--- src/rtl/rd53_por_pkg.sv ---
// Shared types, defaults and width helper for the RD53 power-on reset sequencer.
// Optional build macro used by the sequencer: RD53_POR_OVERRIDE_EN.
package rd53_por_pkg;

    typedef enum logic [1:0] {
        ASSERT  = 2'd0,
        RELEASE = 2'd1,
        DONE    = 2'd2
    } por_state_t;

    localparam int unsigned POR_N_CH_DEF        = 4;
    localparam int unsigned POR_STARTUP_CYC_DEF = 64;
    localparam int unsigned POR_STAGGER_CYC_DEF = 8;
    localparam int unsigned POR_FILT_LEN_DEF    = 4;

    // Cycle counter must hold the larger of the two terminal counts.
    function automatic int unsigned por_cnt_w(input int unsigned startup,
                                              input int unsigned stagger);
        return $clog2(((startup > stagger) ? startup : stagger) + 1);
    endfunction

endpackage

--- src/rtl/rd53_por_trig_filter.sv ---
// Synchronises POR_EXT_CAP and emits a single TRIG pulse per qualified low run.
module rd53_por_trig_filter
    import rd53_por_pkg::*;
#(
    parameter int unsigned FILT_LEN = POR_FILT_LEN_DEF
) (
    input  logic CLK,
    input  logic RST,
    input  logic POR_EXT_CAP,
    output logic TRIG
);

    localparam int unsigned     RUN_W   = $clog2(FILT_LEN + 1);
    localparam logic [RUN_W-1:0] RUN_MAX = RUN_W'(FILT_LEN);

    logic             sync1_q;
    logic             sync2_q;
    logic [RUN_W-1:0] run_q;
    logic [RUN_W-1:0] run_d;
    logic             armed_q;
    logic             armed_d;
    logic             trig_q;
    logic             trig_d;
    logic             fire;

    // A high sample re-arms and clears the run; firing disarms until then.
    always_comb begin
        fire    = armed_q && (run_q == RUN_MAX);
        trig_d  = fire;
        run_d   = run_q;
        armed_d = armed_q;
        if (sync2_q) begin
            run_d   = '0;
            armed_d = 1'b1;
        end else begin
            if (run_q != RUN_MAX) begin
                run_d = run_q + RUN_W'(1);
            end
            if (fire) begin
                armed_d = 1'b0;
            end
        end
    end

    // Synchroniser resets to the idle (high) level so reset cannot look like a trigger.
    always_ff @(posedge CLK) begin
        if (RST) begin
            sync1_q <= 1'b1;
            sync2_q <= 1'b1;
            run_q   <= '0;
            armed_q <= 1'b1;
            trig_q  <= 1'b0;
        end else begin
            sync1_q <= POR_EXT_CAP;
            sync2_q <= sync1_q;
            run_q   <= run_d;
            armed_q <= armed_d;
            trig_q  <= trig_d;
        end
    end

    assign TRIG = trig_q;

endmodule

--- src/rtl/rd53_por_reset_sequencer.sv ---
// Staggered power-on reset release for N_CH core domains, re-armed by POR_EXT_CAP.
// Build macro RD53_POR_OVERRIDE_EN adds a direct override of POR_OUT_B.
module rd53_por_reset_sequencer
    import rd53_por_pkg::*;
#(
    parameter int unsigned N_CH        = POR_N_CH_DEF,
    parameter int unsigned STARTUP_CYC = POR_STARTUP_CYC_DEF,
    parameter int unsigned STAGGER_CYC = POR_STAGGER_CYC_DEF,
    parameter int unsigned FILT_LEN    = POR_FILT_LEN_DEF
) (
    input  logic            CLK,
    input  logic            RST,
    input  logic            POR_EXT_CAP,
`ifdef RD53_POR_OVERRIDE_EN
    input  logic            POR_OVR_EN,
    input  logic [N_CH-1:0] POR_OVR_VAL,
`endif
    output logic [N_CH-1:0] POR_OUT_B,
    output logic            POR_DONE,
    output logic            POR_BUSY
);

    localparam int unsigned      CNT_W   = por_cnt_w(STARTUP_CYC, STAGGER_CYC);
    localparam int unsigned      IDX_W   = $clog2(N_CH + 1);
    localparam logic [CNT_W-1:0] CNT_SU  = CNT_W'(STARTUP_CYC);
    localparam logic [CNT_W-1:0] CNT_ST  = CNT_W'(STAGGER_CYC);
    localparam logic [IDX_W-1:0] IDX_LST = IDX_W'(N_CH - 1);
    localparam logic [N_CH-1:0]  CH0     = N_CH'(1);

    por_state_t       state_q;
    por_state_t       state_d;
    logic [CNT_W-1:0] cnt_q;
    logic [CNT_W-1:0] cnt_d;
    logic [IDX_W-1:0] idx_q;
    logic [IDX_W-1:0] idx_d;
    logic [N_CH-1:0]  rel_q;
    logic [N_CH-1:0]  rel_d;
    logic             done_q;
    logic             done_d;
    logic             busy_q;
    logic             busy_d;
    logic             trig;

    rd53_por_trig_filter #(
        .FILT_LEN (FILT_LEN)
    ) u_trig_filter (
        .CLK         (CLK),
        .RST         (RST),
        .POR_EXT_CAP (POR_EXT_CAP),
        .TRIG        (trig)
    );

    always_ff @(posedge CLK) begin
        if (RST) begin
            state_q <= ASSERT;
            cnt_q   <= '0;
            idx_q   <= '0;
            rel_q   <= '0;
            done_q  <= 1'b0;
            busy_q  <= 1'b1;
        end else begin
            state_q <= state_d;
            cnt_q   <= cnt_d;
            idx_q   <= idx_d;
            rel_q   <= rel_d;
            done_q  <= done_d;
            busy_q  <= busy_d;
        end
    end

    always_comb begin
        state_d = state_q;
        cnt_d   = cnt_q;
        idx_d   = idx_q;
        rel_d   = rel_q;
        done_d  = done_q;
        busy_d  = busy_q;
        if (trig) begin
            // The response edge itself is cycle 0 of the restarted sequence.
            state_d = ASSERT;
            cnt_d   = CNT_W'(1);
            idx_d   = '0;
            rel_d   = '0;
            done_d  = 1'b0;
            busy_d  = 1'b1;
        end else begin
            case (state_q)
                ASSERT: begin
                    if (cnt_q == CNT_SU) begin
                        rel_d = rel_q | CH0;
                        idx_d = IDX_W'(1);
                        cnt_d = CNT_W'(1);
                        if (N_CH == 1) begin
                            state_d = DONE;
                            done_d  = 1'b1;
                            busy_d  = 1'b0;
                        end else begin
                            state_d = RELEASE;
                        end
                    end else begin
                        cnt_d = cnt_q + CNT_W'(1);
                    end
                end
                RELEASE: begin
                    if (cnt_q == CNT_ST) begin
                        rel_d = rel_q | (CH0 << idx_q);
                        idx_d = idx_q + IDX_W'(1);
                        cnt_d = CNT_W'(1);
                        if (idx_q == IDX_LST) begin
                            state_d = DONE;
                            done_d  = 1'b1;
                            busy_d  = 1'b0;
                        end
                    end else begin
                        cnt_d = cnt_q + CNT_W'(1);
                    end
                end
                DONE: begin
                    state_d = DONE;
                end
                default: begin
                    state_d = ASSERT;
                end
            endcase
        end
    end

`ifdef RD53_POR_OVERRIDE_EN
    logic [N_CH-1:0] out_q;

    // Override only steers the pin register; the sequence keeps running underneath.
    always_ff @(posedge CLK) begin
        if (RST) begin
            out_q <= '0;
        end else if (POR_OVR_EN) begin
            out_q <= POR_OVR_VAL;
        end else begin
            out_q <= rel_d;
        end
    end

    assign POR_OUT_B = out_q;
`else
    assign POR_OUT_B = rel_q;
`endif

    assign POR_DONE = done_q;
    assign POR_BUSY = busy_q;

endmodule

--- config.mk ---
export PLATFORM = sky130hd
export DESIGN_NAME = rd53_por_reset_sequencer
export DESIGN_NICKNAME = d
export VERILOG_FILES = /design/src/rtl/rd53_por_pkg.sv /design/src/rtl/rd53_por_trig_filter.sv /design/src/rtl/rd53_por_reset_sequencer.sv
export SDC_FILE = /design/constraint.sdc
export NUM_CORES = 1
export LEC_CHECK = 0
export ABC_AREA = 1
export BUFFER_PORTS_ARGS = -buffer_cell sky130_fd_sc_hd__buf_2
export CORE_UTILIZATION = 57
export DETAILED_ROUTE_END_ITERATION = 10
export GPL_TIMING_DRIVEN = 1
export MAX_ROUTING_LAYER = met4
export PLACE_DENSITY = 0.76
export SKIP_CTS_REPAIR_TIMING = 1
export SLEW_MARGIN = 30
export SYNTH_ARGS = -nofsm -noshare
export SYNTH_HDL_FRONTEND = slang
export SYNTH_SLANG_ARGS = --single-unit
--- constraint.sdc ---
create_clock -name CLK -period 1.77 [get_ports CLK]
set_input_delay 0.0885 -clock CLK [delete_from_list [all_inputs] [get_ports CLK]]
set_output_delay 0.0885 -clock CLK [all_outputs]
set_load 0.02 [all_outputs]
==> results of run 1 <==
critical path: cells and delay by family (launching register included):
family | cells | cell delay (ps)
simple gates | 7 | 630
fa+ha+maj | 1 | 340
flops | 1 | 320
buf+inv | 2 | 240
placed cells by master, fill, tap and decap left out:
| cell type | count |
|---|---|
| nand3_2 | 1 |
| nor2_2 | 2 |
| nand2_1 | 30 |
| inv_1 | 28 |
| ha_1 | 12 |
| inv_2 | 1 |
| dfxtp_1 | 25 |
| a31oi_1 | 1 |
| o21ai_2 | 1 |
| o21ai_0 | 5 |
| buf_2 | 8 |
| or2_2 | 2 |
| clkbuf_4 | 3 |
| a21o_1 | 1 |
| xor2_1 | 3 |
| nor3b_1 | 1 |
| nand3_1 | 9 |
| dlygate4sd3_1 | 2 |
| nor3_1 | 2 |
| clkbuf_1 | 1 |
| or2_0 | 1 |
| a21oi_1 | 5 |
| buf_4 | 1 |
| nor2_1 | 30 |
| nand4_1 | 2 |
power breakdown:
part,switching [mW],leakage (nW),internal [mW]
clock network,0.155,0.0150,0.0878
registers,0.00712,0.203,0.571
logic,0.0226,0.443,0.0183
state kept, by name (all words and copies together) (netlist names):
register,count
u_trig_filter.run_q,3
u_trig_filter.armed_q,1
cnt_q,7
u_trig_filter.TRIG,1
u_trig_filter.sync1_q,1
state_q,2
idx_q,3
POR_OUT_B,4
u_trig_filter.sync2_q,1
POR_BUSY,1
POR_DONE,1
metal layers:
metal  global-route usage [%]  share of wire (%)
met5                        -                  0
met4                     10.0                1.3
met3                     4.53                2.8
met2                     38.4                 51
met1                     21.4                 45
worst paths after layout:
check                                    from                               end  slack, ps  depth (start not counted)
min          u_trig_filter.sync1_q$_SDFF_PP1_  u_trig_filter.sync2_q$_SDFF_PP1_        440                          1
min reg2reg  u_trig_filter.sync1_q$_SDFF_PP1_  u_trig_filter.sync2_q$_SDFF_PP1_        440                          1
max reg2reg           state_q[1]$_SDFFE_PP0P_             cnt_q[6]$_SDFFE_PP0P_        180                         10
max                   state_q[1]$_SDFFE_PP0P_             cnt_q[6]$_SDFFE_PP0P_        180                         10
final cells by class:
| type | count | area (µm²) | area share (%) |
|---|---|---|---|
| Multi-Input combinational cell | 108 | 591 | 44.5 |
| Sequential cell | 25 | 500 | 37.7 |
| Inverter | 29 | 109 | 8.20 |
| Timing Repair Buffer | 11 | 67.6 | 5.09 |
| Tap cell | 27 | 33.8 | 2.54 |
| Clock buffer | 4 | 26.3 | 1.98 |
through the flow:
stage / worst slack, ps / hold WS (ps) / total power [mW] / area (µm²)
after CTS: 188 / -50.8 / 0.872 / 1310
final: 181 / 436 / 0.862 / 1330
after global placement: 253 / 273 / 0.626 / 1280
after detailed placement: 221 / 276 / 0.628 / 1280
after floorplan: 428 / 158 / 0.615 / 1200
after global routing: 1.02 / 476 / 0.907 / 1330
kinds of logic after synthesis:
group,Yosys count,share of synthesized area [%]
xor gates and xnor gates,3,2.19
adders and majority gates,12,12.5
AOI/OAI and AO/OA,13,6.05
and+or+nand+nor,80,28.5
buffers and inverters,29,9.07
DFF,25,41.7
==> reports/metrics.cfg, run 1 <==
[setup_path]
slowest_delay_ps = 340
cp_common_cell = nand2_1
critPathCaptureType = flop
start_kind = flop
arrival_ps = 1840
path_class = flop to flop
required_ps = 2020
cp_max_fo = 7
cp_slowest_cell = ha_1
worstPathCellList = inv_1 -> ha_1 -> nor2_2 -> inv_2 -> nand4_1 -> nor2_2 -> nand2_1 -> nand2_1 -> nand2_1 -> nor2_1

[sta]
skew_ps = 8.98
timing.final.crit_period_ps = 1590
maxSlewViolCount = 0
fin_crit_sh_pct = 89.8
rsz0062_at_grt = no
tightest_slew_ps = 285
fin_tns_setup_ps = 0
relSlewSlack_pct = 81.0
finalSetupViolCount = 0
fmax_ghz = 0.629
hold_viol_final = 0

[route]
drc = 0
viasPerCell = 4.76
drtIter0Drc = 13
drt-total-wl_um = 2020
antenna_left = 0
wl_per_cell_um = 9.88
vias = 972
first_pass_iters = 4

[floorplanning]
row_count = 16
fp.dieH_um = 47.9
ios = 9
start_util_pct = 61.2
dieArea_um2 = 2290
die_w_um = 47.9
core_um2 = 1960

[clock_network]
cts_max_level = 1
cts-root-buf = clkbuf_4
clockBufferDepth = 2
cts_buffers = 3
clk_latency_ps = 310
cts_tree = built
cts_sinks = 25
cts.clk_slew.worst_paths_ps = 130

[global_route]
grt_max_degree = 14
grt_pass1_wl_um = 3280
grt_overflow_total = 0
antenna_found_initial = 0
grt_pass1_vias = 859
grtUsageTotal_pct = 21.2

[final_layout]
nNetsFinal = 193
syn_to_final_growth_pct = 10.6
final_util_pct = 67.7
fillers = 182
diodes = 0
final_layout_size_suffix_gt1_share_pct = 10.7
stdcell_count = 204

[logic_synthesis]
yosysTopAreaCellShare_pct = 41.7
ys_top_cells_by_area = dfxtp_1 (42%), ha_1 (13%), nand2_1 (9.4%), nor2_1 (9.4%), inv_1 (8.8%)
syn_area_um2 = 1200
synthesis.nets = 177
async_flop_share_pct = 0
synth.distinct_cells = 20
ys_warn_count = 0
syn_avg_cell_area_um2 = 7.41
yosysTopAreaCell = dfxtp_1
synth_ff_type = dfxtp_1
synth_edf_count = 0
yosys-top-cells-count = nand2_1 (30), nor2_1 (30), inv_1 (28)
ys_ff_latch = 25
ys_seq_area_share_pct = 41.7
post_synth_inst_count = 162

[run_status]
status = completed

[power]
p_leak_nw = 0.660
peakVddDrop_mv = 0.570
power_density_nw_per_um2 = 649

[place]
port-buffer-count = 8
place_inst = 198
gp_congestion = 0.786
hpwl_um = 1570

[worst_hold_path]
min_path_type = flop to flop

[job]
maxCapViolations = 0

Power figures use the tool's default switching activity.
==> inputs of run 2 (changes only) <==
--- a/config.mk
+++ b/config.mk
@@ -5,13 +5,12 @@
 export SDC_FILE = /design/constraint.sdc
 export NUM_CORES = 1
 export LEC_CHECK = 0
-export ABC_AREA = 1
 export BUFFER_PORTS_ARGS = -buffer_cell sky130_fd_sc_hd__buf_2
-export CORE_UTILIZATION = 57
+export CORE_UTILIZATION = 58
 export DETAILED_ROUTE_END_ITERATION = 10
 export GPL_TIMING_DRIVEN = 1
 export MAX_ROUTING_LAYER = met4
-export PLACE_DENSITY = 0.76
+export PLACE_DENSITY = 0.77
 export SKIP_CTS_REPAIR_TIMING = 1
 export SLEW_MARGIN = 30
 export SYNTH_ARGS = -nofsm -noshare
==> run 2 against run 1 <==
Effect of this change: die area up 1.4%; critical path depth is 4 lower; clock power is 11% higher; global-route usage is 1.4 points higher; critical path type unchanged; critical endpoint is now idx_q[0]$_SDFFE_PP0P_; largest cell class unchanged.
==> reports/metrics.cfg, run 2 <==
[run_status]
status = completed

[route]
first_pass_iters = 4  ; unchanged
drtIter0Drc = 13  ; unchanged
vias = 965  ; -0.72%
wl_met1_um = 1090  ; +20%
wl_met3_um = 71  ; +25%
drt-total-wl_um = 2290  ; +14%
antenna_left = 0  ; unchanged
highest_layer = met4
viasPerCell = 5.58  ; +17%
wl_per_cell_um = 13.3  ; +34%
met2_length_um = 1080  ; +5.7%
drc = 0  ; unchanged

[setup_path]
required_ps = 2010  ; about the same
arrival_ps = 1950  ; +110 ps
path_class = flop to flop
cp_max_fo = 6  ; -1
reg2reg_from = cnt_q[0]$_SDFFE_PP0P_
endpoint = idx_q[0]$_SDFFE_PP0P_
r2r_setup_slack_ps = 60  ; -120 ps
critPathCaptureType = flop
start_kind = flop
ff2ff_path_depth = 6  ; -4
startpoint = cnt_q[0]$_SDFFE_PP0P_
r2r_end = idx_q[0]$_SDFFE_PP0P_

[sta]
maxSlewViolCount = 0  ; unchanged
hold_viol_final = 0  ; unchanged
timing.final.crit_period_ps = 1710  ; +120 ps
rsz0062_at_grt = yes
skew_ps = 4.10  ; -4.87 ps
tightest_slew_ps = 401  ; +116 ps
relSlewSlack_pct = 73.1  ; -7.8 points
hold_slack_ps = 25.0  ; -411 ps
finalSetupViolCount = 0  ; unchanged
fin_crit_sh_pct = 96.6  ; +6.8 points
fmax_ghz = 0.585  ; -7.0%

[floorplanning]
start_util_pct = 62.5  ; +1.3 points
dieArea_um2 = 2320  ; +1.4%
fp.dieH_um = 48.2  ; +0.70%
ios = 9  ; unchanged
row_count = 16  ; unchanged
die_w_um = 48.2  ; +0.70%
core_um2 = 1980  ; +1.0%

[final_layout]
largest_reg_flops = 7  ; unchanged
top_register = cnt_q
register_area_um2 = 500  ; unchanged
diodes = 0  ; unchanged
final_cell_mix = dfxtp_1 (25), nor2_1 (15), ha_1 (12)
mostFrequentLayoutCell = dfxtp_1
stdcell_area_um2 = 1370  ; +3.0%
multi_input_area_um2 = 674  ; +14%
fillers = 158  ; -13%
syn_to_final_growth_pct = 10.4
nNetsFinal = 162  ; -16%
final_layout_size_suffix_gt1_share_pct = 17.8  ; +7.1 points

[global_route]
grt_overflow_total = 0  ; unchanged
grt_pass1_wl_um = 3470  ; +5.7%
grtUsageTotal_pct = 22.6  ; +1.4 points
grt_pass1_vias = 815  ; -5.1%
grt_max_degree = 16  ; +2
antenna_found_initial = 0  ; unchanged

[power]
internal-power_mw = 0.686  ; +1.3%
peakVddDrop_mv = 0.732  ; +28%
pwr-share-comb_pct = 6.3  ; +1.5 points
switching_power_mw = 0.221  ; +20%
power_density_nw_per_um2 = 663  ; +2.2%
sw_frac_of_total_pct = 24.4  ; +3.0 points
p_clk_share_pct = 29.6  ; +1.5 points
p_leak_nw = 0.535  ; -19%
seqPwrFrac_pct = 64.0  ; -3.1 points

[place]
hpwl_um = 1700  ; +8.6%
port-buffer-count = 8  ; unchanged
gp_congestion = 0.862  ; +9.6%
place_area_um2 = 1310  ; +2.3%

[logic_synthesis]
syn_area_um2 = 1240  ; +3.2%
async_flop_share_pct = 0  ; unchanged
yosys-top-cells-count = dfxtp_1 (25), nor2_1 (15), ha_1 (12)
ys_top_cells_by_area = dfxtp_1 (40%), ha_1 (12%), nor2_1 (4.5%), inv_1 (3.0%), nand2_1 (2.4%)
synth_ff_type = dfxtp_1
ys_seq_area_share_pct = 40.4  ; -1.3 points
post_synth_inst_count = 133  ; -18%
synth.most_common_cell = dfxtp_1
yosysTopAreaCellShare_pct = 40.4  ; -1.3 points
syn_avg_cell_area_um2 = 9.31  ; +26%
synth.distinct_cells = 40  ; +100%
synth_edf_count = 0  ; unchanged
yosysTopAreaCell = dfxtp_1
ys_ff_latch = 25  ; unchanged
ys_warn_count = 0  ; unchanged
synthesis.nets = 148  ; -16%

[clock_network]
clk_latency_ps = 330  ; +20 ps
cts_max_level = 1  ; unchanged
cts_tree = built
cts.clk_slew.worst_paths_ps = 140  ; about the same
cts_sinks = 25  ; unchanged
clockBufferDepth = 2  ; unchanged
cts-root-buf = clkbuf_4
cts_buffers = 3  ; unchanged

[worst_hold_path]
min_path_type = primary input to flop
worstHoldStart = RST

[job]
maxCapViolations = 0  ; unchanged

[run 2: changes by cell type after synthesis, moves of 3 or more]
cell and change:
a31oi_1 +3, inv_1 -18, nand2_1 -22, nand3_1 -7, nor2_1 -15, nor3_1 +3
or2_1 +4, xnor2_1 +3
[run 2: power groups by stage]
stage / combinational, mW / sequential, mW / clock [mW]
final: 0.0576 / 0.581 / 0.269
after global routing: 0.0642 / 0.583 / 0.289
after CTS: 0.0507 / 0.581 / 0.272
after detailed placement: 0.0507 / 0.593 / 0
after global placement: 0.0491 / 0.592 / 0
after floorplan: 0.0403 / 0.591 / 0
[run 2: stage by stage]
stage	util [%]	worst slack, ps	std cells	power (mW)	TNS (ps)
2_1_floorplan	-	208	133	0.631	0
3_3_place_gp	66.2	140	166	0.641	0
3_5_place_dp	66.2	77.5	166	0.644	0
4_1_cts	67.7	70.8	170	0.903	0
5_1_grt	69.0	-26.0	173	0.936	-73.5
6_report	69.0	60.9	173	0.907	0
[run 2: kinds of logic (layout without fill, tap and decap cells)]
group | Yosys count | after routing | synth area share [%]
and+or+nand+nor | 43 | 43 | 18.3
AOI/OAI and AO/OA | 29 | 29 | 18.0
DFF | 25 | 25 | 40.4
buffers and inverters | 16 | 29 | 5.25
adders and majority gates | 12 | 12 | 12.1
xor gates and xnor gates | 6 | 6 | 4.24
muxes | 2 | 2 | 1.72
[run 2: final cells by class]
class / instances / area share [%]
clock buffer: 3 / 1.65
clock inverter: 1 / 0.549
inverter: 11 / 3.02
multi-input combinational: 92 / 49.3
sequential: 25 / 36.6
tap: 27 / 2.47
timing repair buffer: 14 / 6.40
[run 2: routing by layer]
| layer | track usage, % | vias up |
|---|---|---|
| met5 | - | - |
| met4 | 10.0 | 0 |
| met3 | 4.44 | 6 |
| met2 | 35.2 | 20 |
| met1 | 28.2 | 449 |
| li1 | - | 490 |
[run 2: how the worst min path moves through the flow]
stage	end	slack, ps	depth (start not counted)
4_1_cts	u_trig_filter.sync1_q$_SDFF_PP1_	-80	2
2_1_floorplan	u_trig_filter.sync1_q$_SDFF_PP1_	190	1
6_report	cnt_q[0]$_SDFFE_PP0P_	30	2
5_1_grt	cnt_q[0]$_SDFFE_PP0P_	30	2
3_3_place_gp	u_trig_filter.sync1_q$_SDFF_PP1_	270	2
3_5_place_dp	u_trig_filter.sync1_q$_SDFF_PP1_	270	2
[run 2: worst max-delay path, stage by stage, from the launching register on]
cell and delay (ps):
dfxtp_1 360, inv_1 80, ha_1 150, nor4b_4 360
nand3_2 150, mux2_2 300, o221a_1 220
==> inputs of run 3 (changes only) <==
--- a/config.mk
+++ b/config.mk
@@ -10,7 +10,7 @@
 export DETAILED_ROUTE_END_ITERATION = 10
 export GPL_TIMING_DRIVEN = 1
 export MAX_ROUTING_LAYER = met4
-export PLACE_DENSITY = 0.77
+export PLACE_DENSITY = 0.82
 export SKIP_CTS_REPAIR_TIMING = 1
 export SLEW_MARGIN = 30
 export SYNTH_ARGS = -nofsm -noshare
==> run 3 against run 2 <==
Effect of this change: clock power decreased by 3%; routed wire length decreased by 0.26%; core utilization increased by 0.63 points; largest cell class unchanged; sequential power about the same; via count increased by 1.2%; worst setup slack improved by 66 ps; die area unchanged; flip-flop and latch count unchanged; largest power group unchanged; non-clock buffer count increased by 1; register-to-register slack improved by 70 ps.
==> reports/metrics.cfg, run 3 (synthesized netlist as in run 2, its figures left out) <==
[final_layout]
nNetsFinal = 163  ; +0.62%
top_register = cnt_q
stdcell_area_um2 = 1380  ; +0.91%
syn_to_final_growth_pct = 11.4
mostFrequentLayoutCell = dfxtp_1
stdcell_count = 174  ; +0.58%
diodes = 0  ; unchanged
largest_reg_flops = 7  ; unchanged
final_layout_size_suffix_gt1_share_pct = 18.4  ; +0.56 points
final_cell_mix = dfxtp_1 (25), nor2_1 (15), ha_1 (12)

[global_route]
use_met3_pct = 3.70  ; -0.74 points
grt_pass1_vias = 841  ; +3.2%
grtUsageMet1_pct = 29.7  ; +1.4 points
grtUsageTotal_pct = 22.5  ; -0.14 points
grt_max_degree = 15  ; -1
grt_pass1_wl_um = 3550  ; +2.2%
antenna_found_initial = 0  ; unchanged
grt_busiest_layer = met2
use_met2_pct = 33.6  ; -1.6 points
grt_overflow_total = 0  ; unchanged

[power]
p_clk_share_pct = 29.0  ; -0.6 points
sw_frac_of_total_pct = 24.0  ; -0.37 points
switching_power_mw = 0.216  ; -2.3%
pwr-share-comb_pct = 6.6  ; +0.3 points
p_leak_nw = 0.552  ; +3.3%
peakVddDrop_mv = 0.619  ; -15%
seqPwrFrac_pct = 64.5  ; +0.5 points
internal-power_mw = 0.684  ; -0.27%
power_density_nw_per_um2 = 652  ; -1.7%

[setup_path]
start_kind = flop
worstPathCellList = inv_1 -> ha_1 -> nor4b_4 -> buf_4 -> and2_2 -> a31oi_1 -> o41ai_2
cp_slowest_cell = dfxtp_1
cp_max_fo = 8  ; +2
arrival_ps = 1880  ; -70 ps
path_delay_family = simple AND/OR/NAND/NOR gates
required_ps = 2010  ; about the same
path_class = flop to flop
critPathCaptureType = flop
cp_num_buf_inv = 2  ; +1
slowest_delay_ps = 360  ; about the same

[clock_network]
cts-root-buf = clkbuf_4
cts_sinks = 25  ; unchanged
clk_latency_ps = 320  ; about the same
cts_buffers = 3  ; unchanged
cts_max_level = 1  ; unchanged
cts_tree = built
cts.clk_slew.worst_paths_ps = 140  ; about the same
clockBufferDepth = 2  ; unchanged

[floorplanning]
start_util_pct = 62.5  ; unchanged
core_um2 = 1980  ; unchanged
ios = 9  ; unchanged
dieArea_um2 = 2320  ; unchanged
fp.dieH_um = 48.2  ; unchanged
row_count = 16  ; unchanged
die_w_um = 48.2  ; unchanged

[route]
drtIter0Drc = 31  ; +18
first_pass_iters = 4  ; unchanged
vias = 977  ; +1.2%
antenna_left = 0  ; unchanged
drt-total-wl_um = 2290  ; -0.26%
drc = 0  ; unchanged
wl_per_cell_um = 13.1  ; -0.83%
viasPerCell = 5.61  ; +0.66%

[run_status]
status = completed

[sta]
skew_ps = 2.14  ; -1.96 ps
fin_crit_sh_pct = 92.9  ; -3.7 points
fmax_ghz = 0.608  ; +4.0%
tightest_slew_ps = 354  ; -47.3 ps
hold_viol_final = 0  ; unchanged
maxSlewViolCount = 0  ; unchanged
timing.final.crit_period_ps = 1640  ; -65.5 ps
rsz0062_at_grt = no
relSlewSlack_pct = 76.3  ; +3.2 points
fin_tns_setup_ps = 0  ; unchanged
finalSetupViolCount = 0  ; unchanged

[place]
hpwl_um = 1670  ; -1.7%
gp_congestion = 0.847  ; -1.8%
place_inst = 168  ; +1.2%
place_area_um2 = 1330  ; +1.1%
port-buffer-count = 8  ; unchanged

[worst_hold_path]
min_path_type = primary input to flop

[job]
maxCapViolations = 0  ; unchanged

==> run 3: cell count changes in the layout (fill, tap and decap cells not counted) <==
cell        previous run  this run
a21boi_2               1         0
a21boi_4               0         1
buf_4                  5         6
clkinv_2               0         1
clkinvlp_4             1         0
==> run 3: final cells by class <==
type / count / area (µm²)
flip-flops and latches: 25 / 500
clock inverters: 1 / 5.00
repair buffers: 15 / 95.1
well taps: 27 / 33.8
multi-input cells: 92 / 682
inverters: 11 / 41.3
fillers: 145 / 602
clock buffers: 3 / 22.5
==> run 3: path summary, 6_finish.rpt <==
path | to | start | slack [ps] | cells past startpoint
worst max register to register | POR_OUT_B[0]$_SDFFE_PP0P_ | cnt_q[0]$_SDFFE_PP0P_ | 130 | 7
worst min-delay path | cnt_q[0]$_SDFFE_PP0P_ | RST | 30 | 2
worst max-delay path | POR_OUT_B[0]$_SDFFE_PP0P_ | cnt_q[0]$_SDFFE_PP0P_ | 130 | 7
worst min register to register | u_trig_filter.sync2_q$_SDFF_PP1_ | u_trig_filter.sync1_q$_SDFF_PP1_ | 420 | 1
==> run 3: worst register-to-register path, cell delays in order (launching register included) <==
cell and delay [ps]:
dfxtp_1 360, inv_1 80, ha_1 140, nor4b_4 220, buf_4 190, and2_2 230
a31oi_1 130, o41ai_2 210
==> run 3: power by group through the flow <==
stage	sequential, mW	clock (mW)	combinational (mW)
final	0.581	0.261	0.0592
after global routing	0.582	0.278	0.0653
after CTS	0.580	0.261	0.0516
after detailed placement	0.593	0	0.0511
after global placement	0.592	0	0.0488
after floorplan	0.591	0	0.0403
==> run 3: stage by stage <==
| stage | power, mW | setup WS, ps | utilization, % | hold slack [ps] |
|---|---|---|---|---|
| final | 0.900 | 126 | 69.6 | 29.9 |
| after CTS | 0.893 | 30.8 | 68.3 | -70.7 |
| after global placement | 0.641 | 141 | 66.9 | 269 |
| after global routing | 0.925 | 18.0 | 69.6 | 41.1 |
| after floorplan | 0.631 | 208 | - | 186 |
| after detailed placement | 0.644 | 80.9 | 66.9 | 271 |
==> run 3: per-layer routing <==
layer	part of all wire [%]	vias to the layer above
met5	0	-
met4	1.7	0
met3	2.7	6
met2	45	18
met1	51	462
li1	-	491
